===== src/rtl/vga_timing_gen.sv =====
// VGA timing generator: divides the system clock down to a pixel rate and
// produces column/row counters with registered sync and visible-area flags.
module vga_timing_gen #(
    parameter int CLK_DIV     = 4,
    parameter int H_TOTAL     = 800,
    parameter int H_SYNC      = 96,
    parameter int H_VIS_START = 144,
    parameter int H_VIS_END   = 784,
    parameter int V_TOTAL     = 525,
    parameter int V_SYNC      = 2,
    parameter int V_VIS_START = 35,
    parameter int V_VIS_END   = 515
) (
    input  logic       clk,
    input  logic       rst_n,
    input  logic       en,
    output logic [9:0] hCount,
    output logic [9:0] vCount,
    output logic       bright,
    output logic       hSync,
    output logic       vSync,
    output logic       pix_tick,
    output logic       frame_start
);

    localparam int DIV_W = (CLK_DIV > 1) ? $clog2(CLK_DIV) : 1;

    localparam logic [DIV_W-1:0] DIV_LAST = DIV_W'(CLK_DIV - 1);
    localparam logic [9:0]       H_LAST   = 10'(H_TOTAL - 1);
    localparam logic [9:0]       V_LAST   = 10'(V_TOTAL - 1);

    logic [DIV_W-1:0] div_q, div_d;
    logic [9:0]       hCount_q, hCount_d;
    logic [9:0]       vCount_q, vCount_d;
    logic             bright_q, bright_d;
    logic             hSync_q, hSync_d;
    logic             vSync_q, vSync_d;
    logic             tick;

    // Next-state counters plus decode of the flags from those next values,
    // so the registered flags always line up with the counters they describe.
    always_comb begin
        div_d    = div_q;
        hCount_d = hCount_q;
        vCount_d = vCount_q;
        tick     = rst_n && en && (div_q == DIV_LAST);

        if (en) begin
            if (div_q == DIV_LAST) begin
                div_d = '0;
            end else begin
                div_d = div_q + DIV_W'(1);
            end
        end

        if (tick) begin
            if (hCount_q == H_LAST) begin
                hCount_d = '0;
                if (vCount_q == V_LAST) begin
                    vCount_d = '0;
                end else begin
                    vCount_d = vCount_q + 10'd1;
                end
            end else begin
                hCount_d = hCount_q + 10'd1;
            end
        end

        hSync_d  = (hCount_d >= 10'(H_SYNC));
        vSync_d  = (vCount_d >= 10'(V_SYNC));
        bright_d = (hCount_d >= 10'(H_VIS_START)) && (hCount_d < 10'(H_VIS_END)) &&
                   (vCount_d >= 10'(V_VIS_START)) && (vCount_d < 10'(V_VIS_END));
    end

    // State register; reset forces every counter and flag to zero at once.
    always_ff @(posedge clk or negedge rst_n) begin
        if (!rst_n) begin
            div_q    <= '0;
            hCount_q <= '0;
            vCount_q <= '0;
            bright_q <= 1'b0;
            hSync_q  <= 1'b0;
            vSync_q  <= 1'b0;
        end else begin
            div_q    <= div_d;
            hCount_q <= hCount_d;
            vCount_q <= vCount_d;
            bright_q <= bright_d;
            hSync_q  <= hSync_d;
            vSync_q  <= vSync_d;
        end
    end

    assign hCount      = hCount_q;
    assign vCount      = vCount_q;
    assign bright      = bright_q;
    assign hSync       = hSync_q;
    assign vSync       = vSync_q;
    assign pix_tick    = tick;
    assign frame_start = tick && (hCount_q == H_LAST) && (vCount_q == V_LAST);

endmodule


===== config.mk =====
export PLATFORM = sky130hd
export DESIGN_NAME = vga_timing_gen
export DESIGN_NICKNAME = d
export VERILOG_FILES = /design/src/rtl/vga_timing_gen.sv
export SDC_FILE = /design/constraint.sdc
export NUM_CORES = 1
export LEC_CHECK = 0
export ABC_AREA = 1
export BUFFER_PORTS_ARGS = -buffer_cell sky130_fd_sc_hd__buf_2
export CORE_ASPECT_RATIO = 0.8
export CORE_UTILIZATION = 29
export CTS_CLUSTER_DIAMETER = 100
export CTS_CLUSTER_SIZE = 10
export DETAILED_ROUTE_END_ITERATION = 8
export SLEW_MARGIN = 40
export SYNTH_ARGS = -nofsm -noshare
export SYNTH_HDL_FRONTEND = slang
export SYNTH_SLANG_ARGS = --single-unit

===== constraint.sdc =====
create_clock -name clk -period 2.2 [get_ports clk]
set_input_delay 0.33 -clock clk [delete_from_list [all_inputs] [get_ports clk]]
set_output_delay 0.33 -clock clk [all_outputs]
set_load 0.02 [all_outputs]

### Word-level counts from Yosys, hierarchy flattened

Cells that the tools add are included.

* flip-flop bits (word level): 25
* output and inout bits: 25

* equal/unequal tests: 3
* $add $sub $neg: 3
* multiplexer cells: 6
* reduce and logical (&&, ||, !) cells: 7
* $lt $le $gt $ge: 6

Operators by type and width (number)
* 2-to-1 mux 10 bit: 5
* adder 10 x 1 -> 10 bit, second input constant: 2
* equality test 10 bit, second input constant: 2
* < comparator 10 bit, second input constant: 2
* >= comparator 10 x 2 -> 1 bit, second input constant: 1
* >= comparator 10 x 6 -> 1 bit, second input constant: 1
* >= comparator 10 x 7 -> 1 bit, second input constant: 1
* >= comparator 10 x 8 -> 1 bit, second input constant: 1
* logical AND 1 bit: 7
* adder 2 x 1 -> 2 bit, second input constant: 1
* equality test 2 bit, second input constant: 1
* 2-to-1 mux 2 bit: 1

### Logic depth before layout (Yosys ltp)

Gate-level depths: netlist of the first run.

* word-level depth: 7
* gate-level depth with buffers: 15
* depth with buffers taken out: 15

### Worst setup path before layout of the first run

Ideal clock, no wire load.

* path kind: register to register
* from: register hCount_q[1], in the netlist hCount[1]
* to: register bright_q, in the netlist bright
* library setup time: 0.120 ns
* slack: 0.323 ns
* arrival: 1.757 ns
* buffers on the path: 0
* stages on the path, launching flop included: 15
* cells stage by stage: dfrtp_1 -> ha_1 -> nand2_2 -> nor2_8 -> nand3_4 -> nor2_4 -> nand2_1 -> nand2_1 -> inv_2 -> nand2_2 -> nand2_1 -> o21ai_1 -> nand2_1 -> nand2_1 -> nor2_2

* elaborated cells between the ends (all ways): 13

RTL lines
* start: declaration: line 33 `logic [9:0] hCount_q, hCount_d;`
* start signal: assignment: line 86 `hCount_q <= hCount_d;`
* equality test 10 bit *: line 57 `if (hCount_q == H_LAST) begin`
* 2-to-1 mux 10 bit *: line 57
* 2-to-1 mux 10 bit *: line 56 `if (tick) begin`
* via vCount_d[0]: line 34 `logic [9:0] vCount_q, vCount_d;`
* >= comparator 10 x 6 -> 1 bit: line 72 `(vCount_d >= 10'(V_VIS_START)) && (vCount_d < 10'(V_VIS_END));`
* logical AND 1 bit: line 71 `bright_d = (hCount_d >= 10'(H_VIS_START)) && (hCount_d < 10'(H_VIS_END)) &&`
* logical AND 1 bit *: line 72
* via bright_d: line 35 `logic bright_q, bright_d;`
* end signal: assignment: line 88 `bright_q <= bright_d;`
* end: declaration: line 35

The timed path passes the listed nets; every way through them passes the cells marked *.
A chain may end at the register's enable or synchronous reset.

### Final worst setup path of the first run

* from: register div_q[0]
* to: output frame_start

* cells in the longest elaborated chain, start to end: 4

RTL lines
* start: declaration: line 32 `logic [DIV_W-1:0] div_q, div_d;`
* start signal: assignment: line 85 `div_q <= div_d;`
* equality test 2 bit: line 46 `tick = rst_n && en && (div_q == DIV_LAST);`
* logical AND 1 bit: line 46
* logical AND 1 bit (2 in series): line 100 `assign frame_start = tick && (hCount_q == H_LAST) && (vCount_q == V_LAST);`
* end: declaration: line 23 `output logic frame_start`

No other way between the ends.

==> results of run 1 <==
-- registers in the layout (all words and copies together) (netlist names) --
signal and count:
bright 1, hSync 1, div_q 2, vSync 1, hCount 10, vCount 10
-- cell type report --
class	count	area share
multi-input cells	162	0.454
flip-flops and latches	25	0.306
repair buffers	35	0.0966
inverters	40	0.0733
well taps	78	0.0477
clock buffers	3	0.0202
clock inverters	1	0.00244
-- report_power, final --
| part | switching (mW) | internal (mW) |
|---|---|---|
| sequential | 0.0640 | 0.520 |
| combinational | 0.249 | 0.139 |
| clock | 0.155 | 0.127 |
| total | 0.468 | 0.787 |
-- path summary, 6_finish.rpt --
kind	start	to	slack, ps	cells past startpoint
setup / recovery	div_q[0]	frame_start	200	6
min in group clk	en	div_q[0]	330	2
hold / removal	rst_n	hCount[4]	160	2
setup reg to reg	div_q[0]	bright	230	11
hold reg to reg	div_q[0]	div_q[0]	480	1
max in group asynchronous	rst_n	div_q[0]	1560	2
-- cell families (layout without fill, tap and decap cells) --
| group | Yosys count | count (layout) | share of synthesized area |
|---|---|---|---|
| flops | 25 | 25 | 0.363 |
| mux | 1 | 1 | 0.00653 |
| fa+ha+maj | 4 | 4 | 0.0290 |
| simple gates | 139 | 139 | 0.430 |
| compound gates | 15 | 15 | 0.0493 |
| xor+xnor | 3 | 3 | 0.0196 |
| buf+inv | 43 | 79 | 0.102 |
-- through the flow --
step                       util  power, mW  setup TNS, ps  cells  setup WS [ps]
after floorplan               -      0.852              0    230            323
after global placement    0.350      0.955              0    335            236
after detailed placement  0.350      0.957              0    335            192
after CTS                 0.360       1.25              0    340            151
after global routing      0.366       1.35          -15.9    344          -15.9
final                     0.366       1.25              0    344            197
-- critical path, stage by stage, from the launching register on --
cell	delay (ps)
dfrtp_1	380
ha_1	210
inv_1	100
nor2_4	290
nand3_1	180
inv_1	80
buf_2	160
-- Yosys cell counts --
cell,n,area [sq um]
inv_1,33,124
nand4_4,1,21.3
nand3_2,1,10.0
mux2_2,1,11.3
o21ai_2,2,17.5
xor2_1,1,8.76
nand2_2,7,43.8
nand3_1,17,85.1
buf_6,2,22.5
nand4_1,8,50.1
nand3b_4,1,20.0
ha_1,4,50.1
nand3b_1,3,22.5
dfrtp_1,25,626
nand3_4,3,52.6
nor2_4,6,67.6
o21ai_1,1,5.00
xor2_2,1,16.3
o21bai_1,1,7.51
inv_2,4,15.0
a21oi_1,4,20.0
nand2_1,65,244
o21ai_0,7,35.0
clkinv_1,3,11.3
xnor2_1,1,8.76
nor2_8,1,20.0
clkbuf_1,1,3.75
nor2_1,23,86.3
nor2_2,3,18.8
-- per-layer routing --
metal | share of wire | track usage | up-vias
met5 | 0 | 0 | -
met4 | 0.0070 | 0.0376 | 0
li1 | - | - | 792
met3 | 0.034 | 0.0373 | 5
met1 | 0.57 | 0.221 | 651
met2 | 0.39 | 0.207 | 21
-- repair_timing --
action | 4_1_cts | 5_1_grt
hold buffers | 1 | 0
resized for setup | 0 | 4
setup endpoints to repair | 0 | 1
hold endpoints to repair | 2 | 0
setup buffers | 0 | 4
==> metrics.txt, run 1 <==
outcome finished, final reports clean; Setup crit start kind flip-flop; via count 1469; clk buf depth 2; Root Driver clkbuf_8; first-pass GRT wire length 7020 um; Crit Path Class reg -> out; maxcap violations 0; Syn Inst Count 230; Worst VDD drop 355 uV; Core Rows 24; dpl cell area 0.00195 sq mm; maximum number of pins on one net before global-route repair 24; gpl congestion 0.787; vias in the first global route 1414; Final #Nets 274; Antenna Cells 0; initial antenna violation count 0; synth unique cells 29; most common cell after layout, fill and taps aside nand2_1; grt ovf 0; DRC 0; clk_lat worst skew 270 ps; Setup violations, final 0; area of the multi-input gates 930 sq um; relative slew slack 0.709; Die Y 71.0 um; area grow syn2layout 18.7%; die area 0.00626 sq mm; critical path capture point type output port; clock buffer count from CTS 3; first drt pass iteration count 4; fillcell total 640; Leak Pwr 1.05 nW; effective utilization at floorplan 0.309; post-synthesis sequential area ratio 0.363; Post-DP HPWL 3060 um; CTS Sinks 25; Initial DRC Count 91; I/O pin count 28; CTS H-tree depth 1; period utilisation layout 0.910; detailed-route wire length per cell 11.6 um; all-layer global routing usage 0.147; Period minus WS final 2000 ps; most frequent cells in the layout nand2_1 (65), inv_1 (33), buf_2 (27); worst min path class in -> async; IO buf count 27; share of cells above drive strength 1 0.271; f_max 499 MHz; Max FO, Critical Path 11; Die Wd 88.2 um; FF/Latch Area 626 sq um; hold_ws 158 ps; number of synthesized register bits 25; final non-filler cell area 0.00205 sq mm; crit path DAT 1670 ps; Final Slew Violations 0; actual slew at the worst max-slew pin 432 ps; clock skew 3.80 ps; Yosys Warn Count 0; Pwr Density 613 mW/mm^2; final wirelength 3990 um; Vias/cell 4.27; Critical Path RT 1870 ps; Core Area 0.00559 sq mm; syn_nets 237; Cell Area, Synth 0.00172 sq mm; TritonCTS clock tree yes; DRT antenna net count 0; Clock transition at path regs 90 ps; Hold Fails Final Rpt 0; syn_area_per_cell 7.50 sq um
Note: power is estimated with default switching activity, not from simulation.
==> inputs of run 2 (changes only) <==
--- a/config.mk
+++ b/config.mk
@@ -12,6 +12,7 @@
 export CTS_CLUSTER_DIAMETER = 100
 export CTS_CLUSTER_SIZE = 10
 export DETAILED_ROUTE_END_ITERATION = 8
+export PLACE_DENSITY = 0.51
 export SLEW_MARGIN = 40
 export SYNTH_ARGS = -nofsm -noshare
 export SYNTH_HDL_FRONTEND = slang
==> run 2 against run 1 <==
Compared with the run above: core utilization down 0.40 points; sequential power about the same; via count up 3.6%; critical path depth grew 8; count of clock-buffer cells in the layout did not move; highest routed layer unchanged; largest power group unchanged; worst setup slack worse by 66 ps; non-clock buffer count decreased by 2.
==> metrics.txt, run 2 (synthesis results as in run 1) <==
f_max 483 MHz; Core Area 0.00559 sq mm; Worst Setup Slack, final 131 ps; Worst VDD drop 527 uV; detailed-route wire length per cell 11.9 um; hold_ws 54.7 ps; WL met1 2270 um; internal power 0.770 mW; clk buf depth 2; effective utilization at floorplan 0.309; initial antenna violation count 0; met3 routed WL 259 um; most frequent cells in the layout nand2_1 (65), inv_1 (33), buf_2 (27); Antenna Cells 0; Net Switching 0.461 mW; pre-CTS setup slack 180 ps; vias in the first global route 1336; I/O pin count 28; Pwr Density 608 mW/mm^2; Final Slew Violations 0; switching share of total power 0.375; grt ovf 0; Leak Pwr 1.04 nW; final wirelength 4070 um; crit path DAT 2240 ps; via count 1522; Setup violations, final 0; Critical Path RT 2370 ps; Clock power frac 0.229; DRC 0; clock skew 1.68 ps; area grow syn2layout 17.4%; DRT antenna net count 0; first-pass GRT wire length 6860 um; Combinational Power Share 0.295; Period minus WS final 2070 ps; outcome finished, final reports clean; delay of the slowest critical-path stage 420 ps; clock buffer count from CTS 3; gpl congestion 0.775; delay-heaviest family, CP simple AND/OR/NAND/NOR gates; CTS H-tree depth 1; first drt pass iteration count 4; Core Rows 24; die area 0.00626 sq mm; maximum number of pins on one net before global-route repair 19; Setup crit start kind flip-flop; Root Driver clkbuf_8; critical path capture point type flip-flop; Die Wd 88.2 um; CP Cell Sequence ha_2 -> nand2_2 -> nor2_8 -> nand3_4 -> nor2_4 -> nand2_1 -> nand2_1 -> inv_2 -> nand2_2 -> nand2_1 -> o21ai_1 -> nand2_1 -> nand2_1 -> nor2_2; period utilisation layout 0.940; sequential power share 0.476; Vias/cell 4.45; Die Y 71.0 um; Crit Path Class reg -> reg; Final #Nets 272; worst min path class in -> async; Detail Route met2 WL 1480 um; TritonCTS clock tree yes; CTS Sinks 25; share of cells above drive strength 1 0.261; actual slew at the worst max-slew pin 398 ps; most common cell after layout, fill and taps aside nand2_1; relative slew slack 0.732; Initial DRC Count 97; clk_lat worst skew 270 ps; all-layer global routing usage 0.143; Slowest-stage cell, CP dfrtp_1; maxcap violations 0; Post-CTS Hold Buffers 0; Hold Fails Final Rpt 0; most frequent CP cell nand2_1; Crit path buffers/inverters 1; Max FO, Critical Path 7; Clock transition at path regs 90 ps; IO buf count 27; Post-DP HPWL 3230 um; DR top layer met4
==> run 2: power groups by stage <==
stage	combinational, mW	sequential, mW	clock (mW)
floorplan	0.218	0.634	0
global placement	0.366	0.594	0
detailed placement	0.366	0.596	0
CTS	0.367	0.587	0.298
global route	0.409	0.597	0.313
finish	0.363	0.586	0.282
==> run 2: per-layer routing <==
| metal | GRT usage | up-vias |
|---|---|---|
| met5 | 0 | - |
| met4 | 0.0376 | 0 |
| met2 | 0.179 | 45 |
| met1 | 0.233 | 681 |
| li1 | - | 788 |
| met3 | 0.0385 | 8 |
==> run 2: final timing paths <==
path | from | endpoint | slack (ps) | cells past startpoint
hold / removal | rst_n | div_q[0] | 50 | 2
min in group clk | en | div_q[0] | 330 | 2
max in group asynchronous | rst_n | hCount[9] | 1890 | 2
hold reg to reg | div_q[0] | div_q[0] | 480 | 1
setup / recovery | hCount[0] | bright | 130 | 14
setup reg to reg | hCount[0] | bright | 130 | 14
==> run 2: per-stage QoR <==
step / area (sq um) / setup TNS, ps / utilization / std cells / power [mW]
3_5_place_dp: 1970 / 0 / 0.352 / 337 / 0.961
5_1_grt: 2020 / -2.39 / 0.362 / 342 / 1.32
2_1_floorplan: 1720 / 0 / - / 230 / 0.852
4_1_cts: 2010 / 0 / 0.361 / 341 / 1.25
3_3_place_gp: 1970 / 0 / 0.352 / 337 / 0.961
6_report: 2020 / 0 / 0.362 / 342 / 1.23
==> run 2: cell type report <==
class	count	area (sq um)
fill	610	3560
multi-input combinational	162	925
sequential	25	626
timing repair buffer	33	180
inverter	40	150
tap	78	97.6
clock buffer	3	41.3
clock inverter	1	5.00
==> run 2: repair_timing <==
action,in CTS,in global routing
resized for setup,0,1
buffers inserted,0,1
endpoints found under the setup margin,0,1
==> inputs of run 3 (changes only) <==
==> constraint.sdc (replaced) <==
create_clock -name clk -period 2.3 [get_ports clk]
set_input_delay 0.345 -clock clk [delete_from_list [all_inputs] [get_ports clk]]
set_output_delay 0.345 -clock clk [all_outputs]
set_load 0.02 [all_outputs]
==> run 3 against run 2 <==
Compared with the run above: routed wire length decreased by 1.2%; cell count is 0.29% lower; die area is the same; clock power shrank 8.5%; power shrank 4.8%; count of clock-buffer cells in the layout rose by 1; global-route usage down 0.27 points; critical path type unchanged; critical endpoint unchanged; largest cell class unchanged; highest routed layer unchanged.
==> metrics.txt, run 3 (synthesis results as in run 1) <==
Slowest-stage cell, CP dfrtp_1; IO buf count 27; worst min path class in -> async; gpl congestion 0.803; FF-to-FF Start div_q[0]; hold_ws 78.2 ps; CP startpoint div_q[0]; first-pass GRT wire length 6750 um; GR met1 Demand/Resource 0.226; final non-filler cell area 0.00201 sq mm; effective utilization at floorplan 0.309; detailed-route wire length per cell 11.8 um; post-cts sizing count 0; Clock transition at path regs 90 ps; maxcap violations 0; most frequent cells in the layout nand2_1 (65), inv_1 (33), buf_2 (27); most common cell after layout, fill and taps aside nand2_1; fillcell total 627; delay of the slowest critical-path stage 370 ps; Crit path buffers/inverters 2; Vias/cell 4.26; most frequent CP cell nand2_1; Root Driver clkbuf_8; setup bufs post-CTS 0; vias in the first global route 1328; initial antenna violation count 0; CTS H-tree depth 1; die area 0.00626 sq mm; post-layout util 0.360; delay-heaviest family, CP simple AND/OR/NAND/NOR gates; placed insts 337; DRC 0; Post-CTS Hold Buffers 0; Leak Pwr 1.03 nW; met2 GRT Util 0.187; Setup crit start kind flip-flop; I/O pin count 28; Worst VDD drop 570 uV; Final #Nets 271; clk buf depth 2; DRT antenna net count 0; Die Y 71.0 um; first drt pass iteration count 4; TritonCTS clock tree yes; CP Cell Sequence ha_1 -> inv_1 -> nor2_4 -> buf_4 -> nand4_1 -> nand2_1 -> nand3_1 -> nor2_1 -> nand2_1 -> nand2_1 -> nor2_2; all-layer global routing usage 0.140; clock buffer count from CTS 3; Initial DRC Count 58; crit path DAT 2200 ps; CTS Sinks 25; final wirelength 4020 um; critical path capture point type flip-flop; grt ovf 0; clock skew 3.52 ps; f_max 491 MHz; Critical Path RT 2460 ps; Fin Setup TNS 0 ps; outcome finished, final reports clean; actual slew at the worst max-slew pin 476 ps; Crit Path Class reg -> reg; GRT met3 Usage 0.0315; Core Area 0.00559 sq mm; relative slew slack 0.679; Period minus WS final 2040 ps; clk_lat worst skew 260 ps; Die Wd 88.2 um; dpl cell area 0.00197 sq mm; Antenna Cells 0; Hold Fails Final Rpt 0; period utilisation layout 0.886; Core Rows 24; Final Slew Violations 0; maximum number of pins on one net before global-route repair 19; Setup violations, final 0; Max FO, Critical Path 11; non-filler cells, final 341; Post-DP HPWL 3240 um; via count 1454; share of cells above drive strength 1 0.251; most crowded layer after global routing met1; area grow syn2layout 16.8%; Pwr Density 583 mW/mm^2; RSZ-0062 raised after global routing false
-- run 3: cell types whose count changed in the layout (fill, tap and decap cells not counted), sizes merged --
cell / previous run / this run
clkbuf: 3 / 4
buf: 33 / 32
clkinv: 4 / 3
-- run 3: worst paths after layout --
kind	end	slack (ps)	depth (start not counted)
worst max-delay path	bright	260	11
worst min register to register	div_q[0]	480	1
worst max register to register	bright	260	11
min in group clk	div_q[0]	350	2
max in group asynchronous	vCount[3]	1970	2
worst min-delay path	div_q[0]	80	2
-- run 3: power by group --
| group | switching, mW | internal, mW |
|---|---|---|
| clock | 0.134 | 0.124 |
| sequential | 0.0613 | 0.498 |
| combinational | 0.242 | 0.114 |
| total | 0.437 | 0.736 |
-- run 3: area by class of cell --
cell class / instances / area (sq um) / share of cell area
repair buffers: 32 / 173 / 0.0858
well taps: 78 / 97.6 / 0.0485
clock buffers: 4 / 45.0 / 0.0224
flip-flops and latches: 25 / 626 / 0.311
inverters: 40 / 150 / 0.0746
multi-input cells: 162 / 922 / 0.458
-- run 3: layer usage --
layer / routed length (um) / share of wire
met4: 25 / 0.0062
met3: 115 / 0.029
met5: 0 / 0
met1: 2380 / 0.59
met2: 1500 / 0.37
-- run 3: through the flow --
step	total power, mW	worst slack, ps
after floorplan	0.815	423
after global placement	0.922	330
after detailed placement	0.929	278
after CTS	1.20	247
after global routing	1.26	53.9
final	1.17	263
